==> config.mk <==
export PLATFORM = sky130hd
export DESIGN_NAME = cpu
export DESIGN_NICKNAME = d
export VERILOG_FILES = /design/src/rtl/cpu.sv
export SDC_FILE = /design/constraint.sdc
export NUM_CORES = 1
export LEC_CHECK = 0
export ABC_AREA = 1
export CORE_ASPECT_RATIO = 2
export CORE_UTILIZATION = 40
export CTS_CLUSTER_SIZE = 12
export DETAILED_ROUTE_END_ITERATION = 8
export PLACE_DENSITY = 0.69
export SLEW_MARGIN = 20
export SYNTH_ARGS = -nofsm -noshare
export SYNTH_HDL_FRONTEND = slang
export SYNTH_SLANG_ARGS = --single-unit
==> constraint.sdc <==
create_clock -name clk -period 1.63 [get_ports clk]
set_input_delay 0.326 -clock clk [delete_from_list [all_inputs] [get_ports clk]]
set_output_delay 0.326 -clock clk [all_outputs]
set_load 0.02 [all_outputs]
==> src/rtl/cpu.sv <==
// 8-bit accumulator CPU with ADD/LDA/STA/JMP over a shared 64-word memory.
// Two cycles per instruction: FETCH then EXECUTE.
module cpu (
  input  logic       clk,
  input  logic       reset,
  output logic [5:0] adr_bus,
  output logic       rd_mem,
  output logic       wr_mem,
  input  logic [7:0] data_bus_in,
  output logic [7:0] data_bus_out
);

  typedef enum logic {
    FETCH   = 1'b0,
    EXECUTE = 1'b1
  } state_e;

  typedef enum logic [1:0] {
    OP_ADD = 2'b00,
    OP_LDA = 2'b01,
    OP_STA = 2'b10,
    OP_JMP = 2'b11
  } op_e;

  state_e     state_q;
  logic [5:0] pc_q;
  logic [7:0] ac_q;
  logic [7:0] ir_q;

  op_e        op;
  logic [5:0] opnd;

  assign op   = op_e'(ir_q[7:6]);
  assign opnd = ir_q[5:0];

  // Strobes are gated by reset so an aborted STA never writes.
  always_comb begin
    adr_bus      = 6'd0;
    rd_mem       = 1'b0;
    wr_mem       = 1'b0;
    data_bus_out = 8'd0;
    if (!reset) begin
      if (state_q == FETCH) begin
        adr_bus = pc_q;
        rd_mem  = 1'b1;
      end else begin
        adr_bus = opnd;
        unique case (op)
          OP_ADD,
          OP_LDA: rd_mem = 1'b1;
          OP_STA: begin
            wr_mem       = 1'b1;
            data_bus_out = ac_q;
          end
          OP_JMP: ;
        endcase
      end
    end
  end

  always_ff @(posedge clk) begin
    if (reset) begin
      state_q <= FETCH;
      pc_q    <= 6'd0;
      ac_q    <= 8'd0;
      ir_q    <= 8'd0;
    end else if (state_q == FETCH) begin
      ir_q    <= data_bus_in;
      pc_q    <= pc_q + 6'd1;
      state_q <= EXECUTE;
    end else begin
      state_q <= FETCH;
      unique case (op)
        OP_ADD: ac_q <= ac_q + data_bus_in;
        OP_LDA: ac_q <= data_bus_in;
        OP_STA: ;
        OP_JMP: pc_q <= opnd;
      endcase
    end
  end

endmodule

==> reports/qor.txt, run 1 <==
initial antenna violation count: 0
vias in the first global route: 1558
overall routed net length: 3.884 mm
Syn Nets: 238
Antenna Cells: 0
Via Count: 1607
Synth area leader: dfxtp_1
post-detailed-route via-to-cell ratio: 4.826
part of the Yosys area used for sequential elements: 0.3135
top achievable clock speed: 0.6223 GHz
Placement Rows: 30
setup slack after layout: 0.02302 ns
number of buffers on the longest clock path: 2
setup violators final: 0
Worst Hold Class: in2reg
number of H-tree levels: 1
# nets final: 305
startpoint types: flop
terminus of the critical flop-to-flop path: ac_q[6]$_SDFFE_PP0P_
unrepaired setup endpoints after global routing: true
Synth Area in Compound Gates: 0.1789
count of synthesis-stage warnings from yosys: 0
shortest clock period the worst path allows after layout: 1.607 ns
minimum setup slack among reg-to-reg paths: 0.10 ns
dominant cells by area after synthesis: dfxtp_1 (31%), nand2_1 (13%), inv_1 (8.9%), ha_1 (6.8%), a21oi_1 (5.8%)
headroom to the max-slew limit: 0.7369
result of the run: complete, no violations
DIE WIDTH: 44.85 µm
number of register bits inferred by synthesis: 23
leakage power: 1.080 nW
final routed DRC violation total: 0
synthesized-area fraction occupied by and/or/nand/nor cells: 0.2658
clock tree from TritonCTS: yes
average wire length per cell after detail routing: 11.66 µm
pin count of the biggest net entering global routing: 14
Cells after Synth: 219
CTS root buffer: clkbuf_8
wire length of the first global-routing pass: 6.472 mm
overflow left after global routing: 0
crit path max fanout: 4
Die Area: 3933 µm²
total power divided by cell area: 705.9 nW/µm²
post-synthesis share of cell area spent on xor and xnor gates: 0.02385
clock latency at the later pin of the worst-skew pair: 0.28 ns
max cap viols: 0
ANT nets after route: 0
Avg Cell Area, Syn: 6.707 µm²
Power, Total: 1.547 mW
peak supply drop: 0.4965 mV
most common library cells after synthesis: nand2_1 (51), inv_1 (35), dfxtp_1 (23), nor2_1 (19), a21oi_1 (17)
type of destination of the critical path: output pin
count of flip-flops with a built-in enable after synthesis: 0
CTS sink cnt: 23
share of the synthesized area in the top cell type: 0.3135
worst min-delay path startpoint: reset
hold depth: 2
Port Buf Inserts: 25
Slew @ Worst Pin: 0.3946 ns
Area growth syn-to-layout: 49.15%
register clock-pin slew on the reported worst setup and hold paths: 0.08 ns
Global Route Usage Sum: 0.2209
worst reg2reg path startpoint: ac_q[0]$_SDFFE_PP0P_
mux contribution to synthesized area: 0
most instantiated flip-flop cell in the synthesis netlist: dfxtp_1
worst hold slack: 0.4666 ns
HPWL after detailed placement: 2.900 mm
end point of the worst hold path: state_q$_SDFF_PP0_
share of cells above drive strength 1: 0.3649
ys async rst share: 0
Die Ht: 87.70 µm
number of buffers created by CTS: 3
cell with the most instances after synthesis: nand2_1
DRC violation total after the first TritonRoute iteration: 36
routability congestion estimate: 0.8533
# hold bufs at CTS: 0
number of library cell types mapped by synthesis: 33
effective utilization at floorplan: 0.4254
io pins: 26
Slew Viols, Final: 0
dominant combinational cell family by area after synthesis: simple AND/OR/NAND/NOR gates
adder and majority cell fraction of the synthesized area: 0.08177
worst reg2reg path depth: 11
WP data arrival: 1.28 ns
Post-Place Setup Slack: -0.5456 ns
area of the placeable core: 3453 µm²
detailed-router iteration count before antenna repair: 4
worst setup path category: reg2out
area of the mapped netlist: 1469 µm²
final hold violation count: 0
final clock skew: 0.01034 ns
data required time at the worst endpoint: 1.30 ns
ratio of final minimum period to clock period: 0.9859
critical path, cell delays in order, from the launching register on:
cell      delay [ns]
dfxtp_4         0.36
buf_6           0.12
buf_6           0.11
o21ai_2         0.14
clkinv_2        0.09
nor2_4          0.08
buf_6           0.11
cell families (layout without fill, tap and decap cells):
| kind of cell | after synthesis | count (layout) |
|---|---|---|
| buffers and inverters | 48 | 113 |
| DFF | 23 | 23 |
| and+or+nand+nor | 89 | 90 |
| AOI/OAI and AO/OA | 46 | 46 |
| xor gates and xnor gates | 4 | 4 |
| adders and majority gates | 9 | 9 |
sequential cells by signal, indices dropped and copies added (netlist names):
name,flops
ac_q,8
ir_q,8
pc_q,6
state_q,1
repair_timing:
item	CTS	global route
resized for setup	85	32
buffers inserted	6	1
setup endpoints to repair	20	17
cloned	1	0
pin swaps	7	7
layer usage:
metal | share of wire | GRT usage
met1 | 0.37 | 0.2234
met2 | 0.56 | 0.4198
met3 | 0.023 | 0.02062
met4 | 0.041 | 0.1157
met5 | 0 | 0
stage by stage:
step / cells / utilization / TNS, ns / instance area (µm²)
after floorplan: 219 / - / 0 / 1469
after global routing: 333 / 0.6344 / -0.1198 / 2191
after detailed placement: 322 / 0.5801 / -10.38 / 2003
after CTS: 332 / 0.6040 / 0 / 2086
final: 333 / 0.6344 / 0 / 2191
after global placement: 322 / 0.5801 / -9.893 / 2003
report_power, final:
group | switching, mW | leakage, nW | internal [mW]
combinational | 0.280 | 0.864 | 0.252
sequential | 0.0335 | 0.191 | 0.611
clock | 0.199 | 0.0255 | 0.172
how the worst max path moves through the flow:
stage,start,to,slack [ns],depth (start not counted)
floorplan,data_bus_in[0],ac_q[4]$_SDFFE_PP0P_,0.11,11
global placement,data_bus_in[0],ac_q[4]$_SDFFE_PP0P_,-0.53,12
detailed placement,reset,data_bus_out[5],-0.55,5
CTS,state_q$_SDFF_PP0_,adr_bus[4],0.002,6
global route,ac_q[0]$_SDFFE_PP0P_,ac_q[6]$_SDFFE_PP0P_,-0.04,11
finish,state_q$_SDFF_PP0_,adr_bus[4],0.02,6
layout make-up:
class | count | area (µm²)
Fill cell | 316 | 1262
Multi-Input combinational cell | 149 | 935.9
Timing Repair Buffer | 66 | 516.7
Sequential cell | 23 | 466.7
Inverter | 43 | 165.2
Tap cell | 48 | 60.06
Clock buffer | 3 | 41.29
Clock inverter | 1 | 5.005
cell usage in the layout (no fill, tap or decap), drive strengths merged:
| cell type | instances |
|---|---|
| a21boi | 1 |
| a21oi | 17 |
| a31oi | 1 |
| buf | 57 |
| clkbuf | 3 |
| clkdlybuf4s50 | 5 |
| clkinv | 2 |
| dfxtp | 23 |
| dlygate4sd2 | 3 |
| dlymetal6s2s | 1 |
| fa | 1 |
| ha | 8 |
| inv | 42 |
| nand2 | 54 |
| nand3 | 13 |
| nand3b | 1 |
| nand4 | 1 |
| nor2 | 21 |
| o211ai | 1 |
| o21a | 1 |
| o21ai | 17 |
| o21bai | 1 |
| o221ai | 2 |
| o22ai | 5 |
| xnor2 | 2 |
| xor2 | 2 |
Note: power is estimated with default switching activity, not from simulation.
==> run 2, diff against run 1 <==
Settings changed: CORE_MARGIN set to 4, PLACE_DENSITY 0.69 to 0.66, SKIP_CTS_REPAIR_TIMING set to 1.
Clock period 1.63 ns to 1.9 ns, I/O delays scaled along.
==> run 2 against run 1 <==
Compared with the run above: via count is 6.4% lower; global-route usage is 5.1 points lower; final cell count is 3.6% lower; utilization is 5.2 points lower; highest routed layer unchanged.
==> reports/qor.txt, run 2 (synthesis gave the netlist of run 1 again) <==
Antenna Cells: 0
number of H-tree levels: 1
overall routed net length: 3.577 mm
crit path max fanout: 9
shortest clock period the worst path allows after layout: 1.815 ns
headroom to the max-slew limit: 0.7318
detailed-router iteration count before antenna repair: 4
first element of the critical path: reset
Slew @ Worst Pin: 0.4023 ns
Global Route Usage Sum: 0.1699
result of the run: complete, no violations
DRC violation total after the first TritonRoute iteration: 20
setup slack after layout: 0.08463 ns
share of cells above drive strength 1: 0.2308
fill cell instance count of the final layout: 374
combined flip-flop and latch cell area: 464.2 µm²
Die Ht: 93.70 µm
leakage power: 1.092 nW
# nets final: 293
area of the placeable core: 3453 µm²
Non-Filler Instances: 321
Slew Viols, Final: 0
final design instance area without fill: 2011 µm²
terminus of the critical flop-to-flop path: pc_q[5]$_SDFFE_PP0P_
final clock skew: 0.003893 ns
global-route track usage on met2: 0.3352
HPWL after detailed placement: 2.923 mm
top achievable clock speed: 0.5509 GHz
effective utilization at floorplan: 0.4254
Via Count: 1504
worst setup path category: in2out
worst setup path end: data_bus_out[3]
final routed DRC violation total: 0
hold depth: 2
WP data arrival: 1.44 ns
clock latency at the later pin of the worst-skew pair: 0.27 ns
number of buffers on the longest clock path: 2
register clock-pin slew on the reported worst setup and hold paths: 0.08 ns
CTS root buffer: clkbuf_8
footprint of the multi-input gates: 824.5 µm²
Global Route met1 Usage: 0.1653
post-detailed-route via-to-cell ratio: 4.685
routability congestion estimate: 0.8422
pin count of the biggest net entering global routing: 14
minimum setup slack among reg-to-reg paths: 0.26 ns
number of buffers created by CTS: 3
peak supply drop: 0.4971 mV
Die Area: 4765 µm²
most frequent cells in the layout: nand2_1 (51), inv_1 (35), buf_4 (29)
data required time at the worst endpoint: 1.52 ns
Port Buf Inserts: 25
average wire length per cell after detail routing: 11.14 µm
cell area reported after detailed placement: 1971 µm²
vias in the first global route: 1444
most frequent standard cell in the layout excluding fill and tap cells: nand2_1
DIE WIDTH: 50.85 µm
type of destination of the critical path: output pin
setup violators final: 0
leading registers by flop count: ac_q (8), ir_q (8), pc_q (6)
initial antenna violation count: 0
layer carrying the most global-route usage: met2
final core area utilization: 0.5822
global routing usage on met3: 0.02226
Worst Hold Class: reg2reg
overflow left after global routing: 0
final hold violation count: 0
Placement Rows: 30
placed cell count: 316
worst reg2reg path depth: 11
max cap viols: 0
worst reg2reg path startpoint: state_q$_SDFF_PP0_
total power divided by cell area: 620.3 nW/µm²
io pins: 26
CTS sink cnt: 23
Post-Place Setup Slack: -0.4076 ns
clock tree from TritonCTS: yes
unrepaired setup endpoints after global routing: false
wire length of the first global-routing pass: 6.244 mm
Power, Total: 1.247 mW
accumulated negative setup slack: 0 ns
Area growth syn-to-layout: 36.88%
worst hold slack: 0.4790 ns
ANT nets after route: 0
ratio of final minimum period to clock period: 0.9555
startpoint types: primary input
-- run 2: cell count changes in the layout (fill, tap and decap cells not counted), moves of 4 or more --
cell,change
buf_4,-13
dlymetal6s2s_1,+6
nor2_4,-4
nor2_1,+4
clkbuf_2,+10
inv_1,+4
buf_2,-9
buf_6,-6
nand2_2,-4
nand2_1,+4
-- run 2: power breakdown --
part	switching [mW]	internal [mW]
clock	0.161	0.150
combinational	0.206	0.179
sequential	0.0279	0.523
total	0.395	0.852
-- run 2: how the worst min path moves through the flow --
stage | startpoint | endpoint
after floorplan | ir_q[2]$_SDFFE_PP0N_ | ir_q[2]$_SDFFE_PP0N_
after global placement | ac_q[5]$_SDFFE_PP0P_ | ac_q[5]$_SDFFE_PP0P_
after detailed placement | ac_q[4]$_SDFFE_PP0P_ | ac_q[4]$_SDFFE_PP0P_
after CTS | ac_q[5]$_SDFFE_PP0P_ | ac_q[5]$_SDFFE_PP0P_
after global routing | ac_q[4]$_SDFFE_PP0P_ | ac_q[4]$_SDFFE_PP0P_
final | ac_q[5]$_SDFFE_PP0P_ | ac_q[5]$_SDFFE_PP0P_
-- run 2: cell type report --
class                      instances  share of cell area
clock buffer                       4             0.02240
inverter                          43             0.08027
multi-input combinational        148              0.4101
sequential                        23              0.2309
tap                               48             0.02987
timing repair buffer              55              0.2265
-- run 2: critical path, cell delays in order --
cell and delay [ns]:
clkdlybuf4s50_1 0.47, inv_2 0.11, nand3_4 0.14, nor2_1 0.11
dlymetal6s2s_1 0.23
-- run 2: layer usage --
metal	share of wire	vias to the layer above	routed length, µm
met5	0	-	0
met3	0.028	9	100
met1	0.37	666	1318
li1	-	804	-
met2	0.58	25	2070
met4	0.025	0	89
